File: src/rtl/dmem_lsu_pkg.sv
// dmem_lsu_pkg: funct3 codes, LSU state encoding and response cause values
package dmem_lsu_pkg;
    localparam logic [2:0] FUNC3_LB  = 3'b000;
    localparam logic [2:0] FUNC3_LH  = 3'b001;
    localparam logic [2:0] FUNC3_LW  = 3'b010;
    localparam logic [2:0] FUNC3_LBU = 3'b100;
    localparam logic [2:0] FUNC3_LHU = 3'b101;
    localparam logic [2:0] FUNC3_SB  = 3'b000;
    localparam logic [2:0] FUNC3_SH  = 3'b001;
    localparam logic [2:0] FUNC3_SW  = 3'b010;
    localparam logic [1:0] CAUSE_OK       = 2'b00;
    localparam logic [1:0] CAUSE_MISALIGN = 2'b01;
    localparam logic [1:0] CAUSE_ILLEGAL  = 2'b10;
    typedef enum logic [1:0] {ST_IDLE, ST_WAIT, ST_RESP} lsu_state_t;
endpackage

File: src/rtl/dmem_align.sv
// dmem_align: access checking, store lane steering and load lane extraction
module dmem_align
    import dmem_lsu_pkg::*;
(
    input  logic        we,
    input  logic [2:0]  funct3,
    input  logic [1:0]  off,
    input  logic [31:0] wdata,
    output logic [3:0]  be,
    output logic [31:0] wdata_rep,
    output logic        err,
    output logic [1:0]  cause,
    input  logic [2:0]  ld_funct3,
    input  logic [1:0]  ld_off,
    input  logic [31:0] rdata,
    output logic [31:0] ld_data
);
    logic illegal, misalign;
    logic [7:0] b;
    logic [15:0] h;
    always_comb begin
        illegal   = we ? !(funct3 == FUNC3_SB || funct3 == FUNC3_SH || funct3 == FUNC3_SW)
                       : (funct3 == 3'b011 || funct3[2:1] == 2'b11);
        misalign  = (funct3[1:0] == 2'b01 && off[0]) || (funct3[1:0] == 2'b10 && off != 2'b00);
        err       = illegal || misalign;
        cause     = illegal ? CAUSE_ILLEGAL : misalign ? CAUSE_MISALIGN : CAUSE_OK;
        be        = funct3[1:0] == 2'b00 ? 4'b0001 << off :
                    funct3[1:0] == 2'b01 ? 4'b0011 << off : 4'b1111;
        wdata_rep = funct3[1:0] == 2'b00 ? {4{wdata[7:0]}} :
                    funct3[1:0] == 2'b01 ? {2{wdata[15:0]}} : wdata;
        b         = rdata[{ld_off, 3'b000} +: 8];
        h         = ld_off[1] ? rdata[31:16] : rdata[15:0];
        ld_data   = ld_funct3 == FUNC3_LB  ? {{24{b[7]}}, b} :
                    ld_funct3 == FUNC3_LH  ? {{16{h[15]}}, h} :
                    ld_funct3 == FUNC3_LBU ? {24'h0, b} :
                    ld_funct3 == FUNC3_LHU ? {16'h0, h} : rdata;
    end
endmodule

File: src/rtl/dmem_lsu.sv
// dmem_lsu: load/store unit driving a synchronous data SRAM with a fixed read latency
module dmem_lsu
    import dmem_lsu_pkg::*;
#(
    parameter int ADDR_W  = 11,
    parameter int MEM_LAT = 1
) (
    input  logic              clk,
    input  logic              nrst,
    input  logic              req_valid,
    output logic              req_ready,
    input  logic              req_we,
    input  logic [2:0]        req_funct3,
    input  logic [31:0]       req_addr,
    input  logic [31:0]       req_wdata,
    output logic              stall,
    output logic              resp_valid,
    output logic [31:0]       resp_rdata,
    output logic              resp_err,
    output logic [1:0]        resp_cause,
    output logic              mem_en,
    output logic [3:0]        mem_we,
    output logic [ADDR_W-3:0] mem_addr,
    output logic [31:0]       mem_wdata,
    input  logic [31:0]       mem_rdata
);
    lsu_state_t state, nstate;
    logic [1:0] cnt, off_q;
    logic [2:0] f3_q;
    logic [3:0] be;
    logic [31:0] ld_data;
    logic err, accept, unused_addr;
    logic [1:0] cause;

    dmem_align u_align (
        .we(req_we), .funct3(req_funct3), .off(req_addr[1:0]), .wdata(req_wdata),
        .be(be), .wdata_rep(mem_wdata), .err(err), .cause(cause),
        .ld_funct3(f3_q), .ld_off(off_q), .rdata(mem_rdata), .ld_data(ld_data)
    );

    assign unused_addr = ^req_addr[31:ADDR_W];
    assign req_ready   = state == ST_IDLE || state == ST_RESP;
    assign accept      = req_valid && req_ready;
    assign stall       = req_valid && !req_ready;
    assign mem_en      = accept && !err;
    assign mem_we      = (mem_en && req_we) ? be : 4'b0000;
    assign mem_addr    = req_addr[ADDR_W-1:2];
    assign resp_valid  = state == ST_RESP;

    always_comb begin
        nstate = state;
        if (accept) nstate = (req_we || err) ? ST_RESP : ST_WAIT;
        else if (state == ST_RESP) nstate = ST_IDLE;
        else if (state == ST_WAIT && cnt == 2'd0) nstate = ST_RESP;
    end

    always_ff @(posedge clk or negedge nrst) begin
        if (!nrst) begin
            state      <= ST_IDLE;
            cnt        <= 2'd0;
            f3_q       <= 3'd0;
            off_q      <= 2'd0;
            resp_rdata <= 32'h0;
            resp_err   <= 1'b0;
            resp_cause <= CAUSE_OK;
        end else begin
            state <= nstate;
            if (accept && !req_we && !err) begin
                cnt   <= 2'(MEM_LAT - 1);
                f3_q  <= req_funct3;
                off_q <= req_addr[1:0];
            end else if (state == ST_WAIT && cnt != 2'd0) begin
                cnt <= cnt - 2'd1;
            end
            // stores and rejected accesses answer immediately with zero data
            if (accept && (req_we || err)) begin
                resp_rdata <= 32'h0;
                resp_err   <= err;
                resp_cause <= cause;
            end else if (state == ST_WAIT && cnt == 2'd0) begin
                resp_rdata <= ld_data;
                resp_err   <= 1'b0;
                resp_cause <= CAUSE_OK;
            end
        end
    end
endmodule
File: config.mk
export PLATFORM = sky130hd
export DESIGN_NAME = dmem_lsu
export DESIGN_NICKNAME = d
export VERILOG_FILES = /design/src/rtl/dmem_lsu_pkg.sv /design/src/rtl/dmem_align.sv /design/src/rtl/dmem_lsu.sv
export SDC_FILE = /design/constraint.sdc
export NUM_CORES = 1
export LEC_CHECK = 0
export CAP_MARGIN = 20
export CORE_ASPECT_RATIO = 0.7
export CORE_MARGIN = 3
export CORE_UTILIZATION = 39
export DETAILED_ROUTE_END_ITERATION = 8
export GPL_TIMING_DRIVEN = 0
export PLACE_DENSITY_LB_ADDON = 0.08
export SYNTH_ARGS = -nofsm -noshare
export SYNTH_HDL_FRONTEND = slang
export SYNTH_SLANG_ARGS = --single-unit
File: constraint.sdc
create_clock -name clk -period 2.15 [get_ports clk]
set_input_delay 0.5375 -clock clk [delete_from_list [all_inputs] [get_ports clk]]
set_output_delay 0.5375 -clock clk [all_outputs]
set_load 0.005 [all_outputs]
==> After elaboration in Yosys (flattened, before gate mapping) <==
Index checks and enable logic that the tools add are counted.
{ "word_totals": {"reg_bits": 44, "inputBits": 103, "out_inout_bits": 84, "elab_cells": 79} }
{ "op_classes": {"add_sub_neg": 1, "n_eq_ne": 11, "n_shift": 3, "muxes": 25, "reduce_logical": 32} }
{ "op_table": {"columns": ["operator", "count"], "rows": [
  ["two-way mux 32 bit", 8],
  ["variable part select 32 x 6 -> 8 bit", 1],
  ["two-way mux 2 bit", 9],
  ["two-way mux 16 bit", 1],
  ["two-way mux 4 bit", 3],
  ["logical AND 1 bit", 11],
  ["nonzero test 2 bit", 4],
  ["logical OR 1 bit", 7],
  ["equality test 2 bit (second input constant)", 3],
  ["equality test 3 x 1 -> 1 bit (second input constant)", 2],
  ["equality test 3 x 2 -> 1 bit (second input constant)", 2],
  ["equality test 3 bit (second input constant)", 2],
  ["logical NOT 2 bit", 3],
  ["logical NOT 3 bit", 2],
  ["equality test 2 x 1 -> 1 bit (second input constant)", 2],
  ["logical NOT 1 bit", 4],
  ["two-way mux 1 bit", 4],
  ["<< shifter 1 x 2 -> 4 bit (first input constant)", 1],
  ["<< shifter 2 x 2 -> 4 bit (first input constant)", 1],
  ["nonzero test 3 bit", 1],
  ["subtractor 2 x 1 -> 2 bit (second input constant)", 1]
]} }

==> Logic depth before layout (Yosys ltp) <==
Gate-level depths: netlist (run 1).
{ "logic_depth": {"depth_word": 10, "mapped_depth": 8, "mapped_depth_nobuf": 7} }

==> Modules after synthesis <==
Synthesis (run 1) repeated with hierarchy kept, for this count alone.
{ "unflattened": {"cells_unflattened": 311, "area_unflattened_um2": 3134.3} }
{ "by_module_without_submodules": {"columns": ["mod", "n_inst", "cells_each", "area_per_inst_um2", "seq_area_each_um2"], "rows": [
  ["dmem_lsu", 1, 129, 1790.5, 1101.1],
  ["dmem_align", 1, 182, 1343.8, 0.0]
]} }

==> Least setup slack after synthesis (run 1) <==
OpenSTA, ideal clock, no wires.
{ "synth_path": {"path_type": "in2out", "from": "input port req_funct3[0]", "to": "output port mem_wdata[10]", "arrival_ns": 1.523, "required_time_ns": 1.612, "slack_ns": 0.090, "path_stages": 3, "path_buffers": 1, "path_cell_list": "clkbuf_1 nor2_1 mux2_2"} }
{ "synth_between": {"elab_chain_len": 2} }
{ "synth_rtl": {"columns": ["element", "line", "text"], "rows": [
  ["from (decl)", "dmem_lsu.sv:13", "input logic [2:0] req_funct3,"],
  ["logical NOT 2 bit", "dmem_align.sv:29", "wdata_rep = funct3[1:0] == 2'b00 ? {4{wdata[7:0]}} :"],
  ["two-way mux 32 bit", "dmem_align.sv:29", null],
  ["to (decl)", "dmem_lsu.sv:24", "output logic [31:0] mem_wdata,"]
]} }
No other way between the ends.

==> Worst setup path after layout (run 1) <==
{ "layout_path": {"from": "input port req_addr[0]", "to": "output port mem_we[3]"} }
{ "layout_between": {"elab_chain_len": 8, "elab_cells_between_ends": 13, "cone_classes": "shift (2); mux (3); reduce/logical (8)"} }
{ "layout_rtl": {"columns": ["element", "line", "text"], "rows": [
  ["from (decl)", "dmem_lsu.sv:14", "input logic [31:0] req_addr,"],
  ["nonzero test 2 bit", "dmem_align.sv:24", "misalign = (funct3[1:0] == 2'b01 && off[0]) || (funct3[1:0] == 2'b10 && off != 2'b00);"],
  ["logical AND 1 bit", "dmem_align.sv:24", null],
  ["logical OR 1 bit", "dmem_align.sv:24", null],
  ["logical OR 1 bit", "dmem_align.sv:25", "err = illegal || misalign;"],
  ["logical NOT 1 bit", "dmem_lsu.sv:45", "assign mem_en = accept && !err;"],
  ["logical AND 1 bit", "dmem_lsu.sv:45", null],
  ["logical AND 1 bit", "dmem_lsu.sv:46", "assign mem_we = (mem_en && req_we) ? be : 4'b0000;"],
  ["two-way mux 4 bit (*)", "dmem_lsu.sv:46", null],
  ["to (decl)", "dmem_lsu.sv:22", "output logic [3:0] mem_we,"]
]} }
Every way passes the cells marked *; elsewhere a longest branch is shown, timed or not.

==> results of run 1 <==
-- critical path: stages --
cell and delay, ns:
buf_8 0.09, inv_4 0.04, ha_4 0.15, nor3b_4 0.15, o211ai_1 0.26, inv_2 0.10, nand2_4 0.10, nor2_1 0.04
buf_2 0.13
-- metal layers --
metal / wire length, um / share of wire / vias to the layer above / GRT usage
met5: 0 / 0 / - / 0
met4: 146 / 0.013 / 0 / 0.0548
met3: 1170 / 0.10 / 15 / 0.0699
met2: 5270 / 0.45 / 175 / 0.363
met1: 5020 / 0.43 / 1652 / 0.329
li1: - / - / 1619 / -
-- how the worst max path moves through the flow --
stage,end,slack (ns),depth (start not counted)
after floorplan,mem_wdata[10],0.09,3
after global placement,mem_wdata[8],-1.14,5
after detailed placement,mem_wdata[8],-1.17,5
after CTS,mem_wdata[30],0.006,7
after global routing,mem_we[0],-0.03,9
final,mem_we[3],0.01,9
-- timing repair --
item	CTS	global route
setup buffers	11	5
endpoints found under the setup margin	79	14
pin swaps	6	4
endpoints found under the hold margin	0	0
gates resized for setup	117	23
-- layout make-up --
type | count | area [um^2]
Multi-Input combinational cell | 248 | 1950
Sequential cell | 44 | 1100
Clock buffer | 5 | 125
Buffer | 43 | 332
Tap cell | 101 | 126
Inverter | 12 | 52.6
Clock inverter | 3 | 21.3
Fill cell | 684 | 2770
Timing Repair Buffer | 172 | 1600
-- flip-flops by register name, summed over array words and instances (netlist names) --
| name | cells |
|---|---|
| resp_rdata | 32 |
| f3_q | 3 |
| cnt | 2 |
| off_q | 2 |
| resp_cause | 2 |
| state | 2 |
| resp_err | 1 |
-- synthesized netlist by cell type, types with 5 or more instances --
master / number
dfrtp_1: 44
nor2_1: 32
o21ai_0: 31
a22o_1: 26
mux2_2: 19
buf_4: 18
nand2_1: 16
o2bb2ai_1: 15
a21oi_1: 14
mux2i_1: 14
clkbuf_1: 12
inv_1: 11
buf_2: 10
o21ai_2: 10
nand2b_1: 7
nor3b_1: 6
ha_1: 5
mux4_2: 5
nor2b_1: 5
nor3_1: 5
or3_1: 5
-- power groups by stage --
stage / clock [mW] / combinational, mW / sequential, mW
after global placement: 0 / 0.581 / 0.861
final: 0.768 / 0.605 / 0.846
after detailed placement: 0 / 0.593 / 0.861
after CTS: 0.779 / 0.592 / 0.846
after global routing: 0.817 / 0.654 / 0.847
after floorplan: 0 / 0.240 / 0.860
-- cells by family (layout without fill, tap and decap cells) --
family,count (synthesis),count (layout),synth area share
AO/OA/AOI/OAI,115,115,0.251
XOR/XNOR,1,1,0.00264
adder cells (fa/ha/maj),5,5,0.0189
buffers and inverters,55,235,0.0970
flip-flops,44,44,0.332
multiplexers,42,42,0.169
AND/OR/NAND/NOR,85,85,0.129
-- stage by stage --
| step | setup WS, ns | cell area (um^2) | total power, mW | cells | utilization |
|---|---|---|---|---|---|
| 4_1_cts | 0.00637 | 5260 | 2.22 | 623 | 0.652 |
| 5_1_grt | -0.0290 | 5310 | 2.32 | 628 | 0.657 |
| 3_3_place_gp | -1.14 | 4990 | 1.44 | 603 | 0.618 |
| 3_5_place_dp | -1.17 | 5010 | 1.45 | 604 | 0.620 |
| 2_1_floorplan | 0.0899 | 3310 | 1.10 | 347 | - |
| 6_report | 0.0107 | 5310 | 2.22 | 628 | 0.657 |
==> flow_summary.json, run 1 <==
{
  "outcome": "completed",
  "r2r_cells": 5,
  "syn-instance-count": 347,
  "path_class": "in -> out",
  "synthTopCellsByArea": "dfrtp_1 33%, a22o_1 6.9%, mux2_2 6.5%",
  "whs_ns": 0.182,
  "antenna_found_initial": 0,
  "powerDensity_nw_per_um2": 418,
  "netlist_area_um2": 3310,
  "synth_top_flop_cell": "dfrtp_1",
  "skew_ns": 0.00859,
  "gr-total-overflow": 0,
  "crit_path_max_fanout": 4,
  "vias_per_cell": 5.51,
  "post-route-min-period_ns": 2.14,
  "syn_nets": 455,
  "grt_pass1_vias": 3501,
  "clk_latency_ns": 0.29,
  "clockPowerShare": 0.346,
  "hold_violations": 0,
  "finalSetupViolCount": 0,
  "rsz0062_at_grt": "yes",
  "required_ns": 1.61,
  "ys_seq_elements": 44,
  "switching_share": 0.269,
  "ys_warn_count": 0,
  "async_reset_ff_frac": 1.00,
  "die_area_um2": 9660,
  "drcViolationCount": 0,
  "hp-class": "in -> async",
  "drv_slew": 0,
  "route.final.wire_length_um": 11600,
  "clk_pin_slew_ns": 0.06,
  "synth_area_leader_cell": "dfrtp_1",
  "cap_violations": 0,
  "start_kind": "input pin",
  "grt_first_pass_wirelength_um": 18000,
  "layout.nets": 634,
  "slew_headroom": 0.617,
  "final_cell_mix": "111 x clkdlybuf4s50_1, 44 x dfrtp_1, 33 x buf_4, 29 x nor2_1, 28 x o21ai_0",
  "hpwlAfterDp_um": 8950,
  "root_buffer": "clkbuf_16",
  "end_kind": "output port",
  "r2r_start": "f3_q[0]",
  "numCtsBuffers": 5,
  "p_int_mw": 1.62,
  "rrSetupSlack_ns": 0.27,
  "power.leakage_nw": 2.34,
  "max_slew.worst_pin.slew_ns": 0.574,
  "core_area_um2": 8070,
  "cp-startpoint": "req_addr[0]",
  "syn2layout_area_growth_pct": 60.1,
  "arrival_ns": 1.60,
  "comb_power_share": 0.272,
  "drt_iter0_drc": 270,
  "place.gp.congestion": 0.867,
  "seqPwrFrac": 0.381,
  "yosysUniqueCellTypes": 45,
  "h-tree-depth": 2,
  "dieWidth_um": 116,
  "num_vias": 3461,
  "synth_top_area_frac": 0.332,
  "synth_edf_count": 0,
  "rows": 27,
  "initial_core_util": 0.411,
  "cts_sinks": 44,
  "die_y_um": 83.1,
  "syn-mean-instance-area_um2": 9.55,
  "ys_seq_area_frac": 0.332,
  "grtUsageTotal": 0.237,
  "cts.path.max_buffers": 2,
  "grt_max_degree": 29,
  "switchingPower_uw": 598,
  "peakVddDrop_uv": 328,
  "routedWlPerCell_um": 18.5,
  "num_antenna_cells": 0,
  "fin_tns_setup_ns": 0,
  "r2r_end": "resp_rdata[4]",
  "drive_above_1_share": 0.252,
  "firstDrtPassIters": 5,
  "io_pins": 187,
  "cts_tree": "done",
  "fmax_mhz": 467,
  "port-buffer-count": 155,
  "finalCritPeriodShare": 0.995,
  "cts_hold_buf": 0,
  "final_common_cell": "clkdlybuf4s50_1",
  "ant_nets": 0
}
(Power assumes the default switching activity.)
==> inputs of run 2 (changes only) <==
--- a/config.mk
+++ b/config.mk
@@ -9,8 +9,10 @@
 export CORE_ASPECT_RATIO = 0.7
 export CORE_MARGIN = 3
 export CORE_UTILIZATION = 39
+export CTS_CLUSTER_SIZE = 30
 export DETAILED_ROUTE_END_ITERATION = 8
 export GPL_TIMING_DRIVEN = 0
+export HOLD_SLACK_MARGIN = 0.1
 export PLACE_DENSITY_LB_ADDON = 0.08
 export SYNTH_ARGS = -nofsm -noshare
 export SYNTH_HDL_FRONTEND = slang
==> results of run 2 <==
The final DEF is identical to that of run 1; final timing and power are the same.
==> inputs of run 3 (changes only) <==
--- a/config.mk
+++ b/config.mk
@@ -14,6 +14,7 @@
 export GPL_TIMING_DRIVEN = 0
 export HOLD_SLACK_MARGIN = 0.1
 export PLACE_DENSITY_LB_ADDON = 0.08
+export SKIP_CTS_REPAIR_TIMING = 1
 export SYNTH_ARGS = -nofsm -noshare
 export SYNTH_HDL_FRONTEND = slang
 export SYNTH_SLANG_ARGS = --single-unit
==> run 3 against run 2 <==
- the flow now finishes with violations (negative setup slack)
- utilization up 1.9 points
- setup slack worse by 0.080 ns
- count of clock-buffer cells in the layout is the same
- non-clock buffer count increased by 1
- clock power grew 0.9%
- via count increased by 1.1%
- wire length increased by 0.78%
- critical path type unchanged
==> flow_summary.json, run 3 (synthesized netlist as in run 1, its figures left out) <==
{
  "post-route-min-period_ns": 2.22,
  "rows": 27,
  "max_slew.worst_pin.slew_ns": 0.562,
  "die_area_um2": 9660,
  "routedWlPerCell_um": 18.6,
  "grt_pass1_vias": 3440,
  "cts_sinks": 44,
  "clk_latency_ns": 0.29,
  "fill_cells": 650,
  "crit_path_max_fanout": 4,
  "dp_worst_setup_slack_ns": -1.17,
  "num_antenna_cells": 0,
  "dieWidth_um": 116,
  "placed_area_um2": 5010,
  "dpl.cell_count": 604,
  "layout_setup_ws_ns": -0.0692,
  "rsz0062_at_grt": "yes",
  "core_area_um2": 8070,
  "io_pins": 187,
  "slew_headroom": 0.626,
  "postLayoutCellArea_um2": 5460,
  "h-tree-depth": 2,
  "final_common_cell": "clkdlybuf4s50_1",
  "vias_per_cell": 5.56,
  "root_buffer": "clkbuf_16",
  "num_vias": 3500,
  "drv_slew": 0,
  "die_y_um": 83.1,
  "multi_input_area_um2": 1950,
  "numCtsBuffers": 5,
  "cts.path.max_buffers": 2,
  "power_mw": 2.24,
  "arrival_ns": 1.68,
  "r2r_cells": 5,
  "grt_first_pass_wirelength_um": 17600,
  "layout.nets": 635,
  "grtUsageTotal": 0.231,
  "power.leakage_nw": 2.62,
  "antenna_found_initial": 0,
  "route.final.wire_length_um": 11700,
  "peakVddDrop_uv": 330,
  "finalSetupViolCount": 5,
  "seq_area_um2": 1100,
  "top_register": "resp_rdata",
  "outcome": "finished, violations left",
  "path_class": "in -> out",
  "clk_pin_slew_ns": 0.06,
  "start_kind": "input pin",
  "cap_violations": 0,
  "hold_violations": 0,
  "required_ns": 1.61,
  "fin_util": 0.676,
  "p_int_mw": 1.64,
  "drt_iter0_drc": 236,
  "violations": "negative setup slack",
  "reg_top3": "resp_rdata x32, f3_q x3",
  "end_kind": "output port",
  "largest_reg_flops": 32,
  "comb_power_share": 0.277,
  "switchingPower_uw": 603,
  "place.gp.congestion": 0.867,
  "skew_ns": 0.00904,
  "cts_tree": "done",
  "fin_cells": 629,
  "syn2layout_area_growth_pct": 64.7,
  "switching_share": 0.269,
  "seqPwrFrac": 0.377,
  "gr-total-overflow": 0,
  "finalCritPeriodShare": 1.03,
  "grt_max_degree": 29,
  "hp-class": "in -> async",
  "initial_core_util": 0.411,
  "port-buffer-count": 155,
  "final_cell_mix": "111 x clkdlybuf4s50_1, 44 x dfrtp_1, 35 x dlymetal6s2s_1, 34 x buf_4, 30 x o21ai_0",
  "hpwlAfterDp_um": 8950,
  "powerDensity_nw_per_um2": 411,
  "drcViolationCount": 0,
  "drive_above_1_share": 0.235,
  "firstDrtPassIters": 5,
  "clockPowerShare": 0.346,
  "fmax_mhz": 451,
  "ant_nets": 0
}
-- run 3: layer usage --
| layer | global-route usage | up-vias | wire [um] |
|---|---|---|---|
| li1 | - | 1621 | - |
| met1 | 0.325 | 1669 | 4950 |
| met2 | 0.347 | 192 | 5330 |
| met3 | 0.0692 | 18 | 1230 |
| met4 | 0.0558 | 0 | 187 |
| met5 | 0 | - | 0 |
-- run 3: through the flow --
stage / TNS [ns] / hold slack [ns]
2_1_floorplan: 0 / 0.242
3_3_place_gp: -73.50 / 0.480
3_5_place_dp: -50.66 / 0.485
4_1_cts: -38.66 / 0.191
5_1_grt: -0.427 / 0.209
6_report: -0.292 / 0.181
-- run 3: area by class of cell --
class / count / area share
tap: 101 / 0.0231
clock buffer: 5 / 0.0229
inverter: 12 / 0.00962
clock inverter: 3 / 0.00390
timing repair buffer: 173 / 0.326
sequential: 44 / 0.202
buffer: 43 / 0.0564
multi-input combinational: 248 / 0.357
-- run 3: worst max-delay path, stage by stage --
cell and delay (ns):
buf_8 0.09, inv_4 0.04, ha_4 0.15, nor3b_4 0.15, o211ai_1 0.33, inv_2 0.12, nand2_4 0.12, nor2_2 0.04
clkbuf_2 0.11
-- run 3: final timing paths --
check	start	to	slack [ns]
max in group asynchronous	nrst	resp_rdata[3]	1.47
hold reg to reg	resp_rdata[3]	resp_rdata[3]	0.50
setup reg to reg	f3_q[0]	resp_rdata[6]	0.28
setup / recovery	req_addr[0]	mem_we[2]	-0.07
hold / removal	nrst	resp_rdata[21]	0.18
min in group clk	resp_rdata[3]	resp_rdata[3]	0.50
-- run 3: power by group through the flow --
| stage | logic, mW | clock network, mW | registers [mW] |
|---|---|---|---|
| after floorplan | 0.240 | 0 | 0.860 |
| after global placement | 0.581 | 0 | 0.861 |
| after detailed placement | 0.593 | 0 | 0.861 |
| after CTS | 0.596 | 0.779 | 0.846 |
| after global routing | 0.671 | 0.820 | 0.847 |
| final | 0.621 | 0.775 | 0.846 |
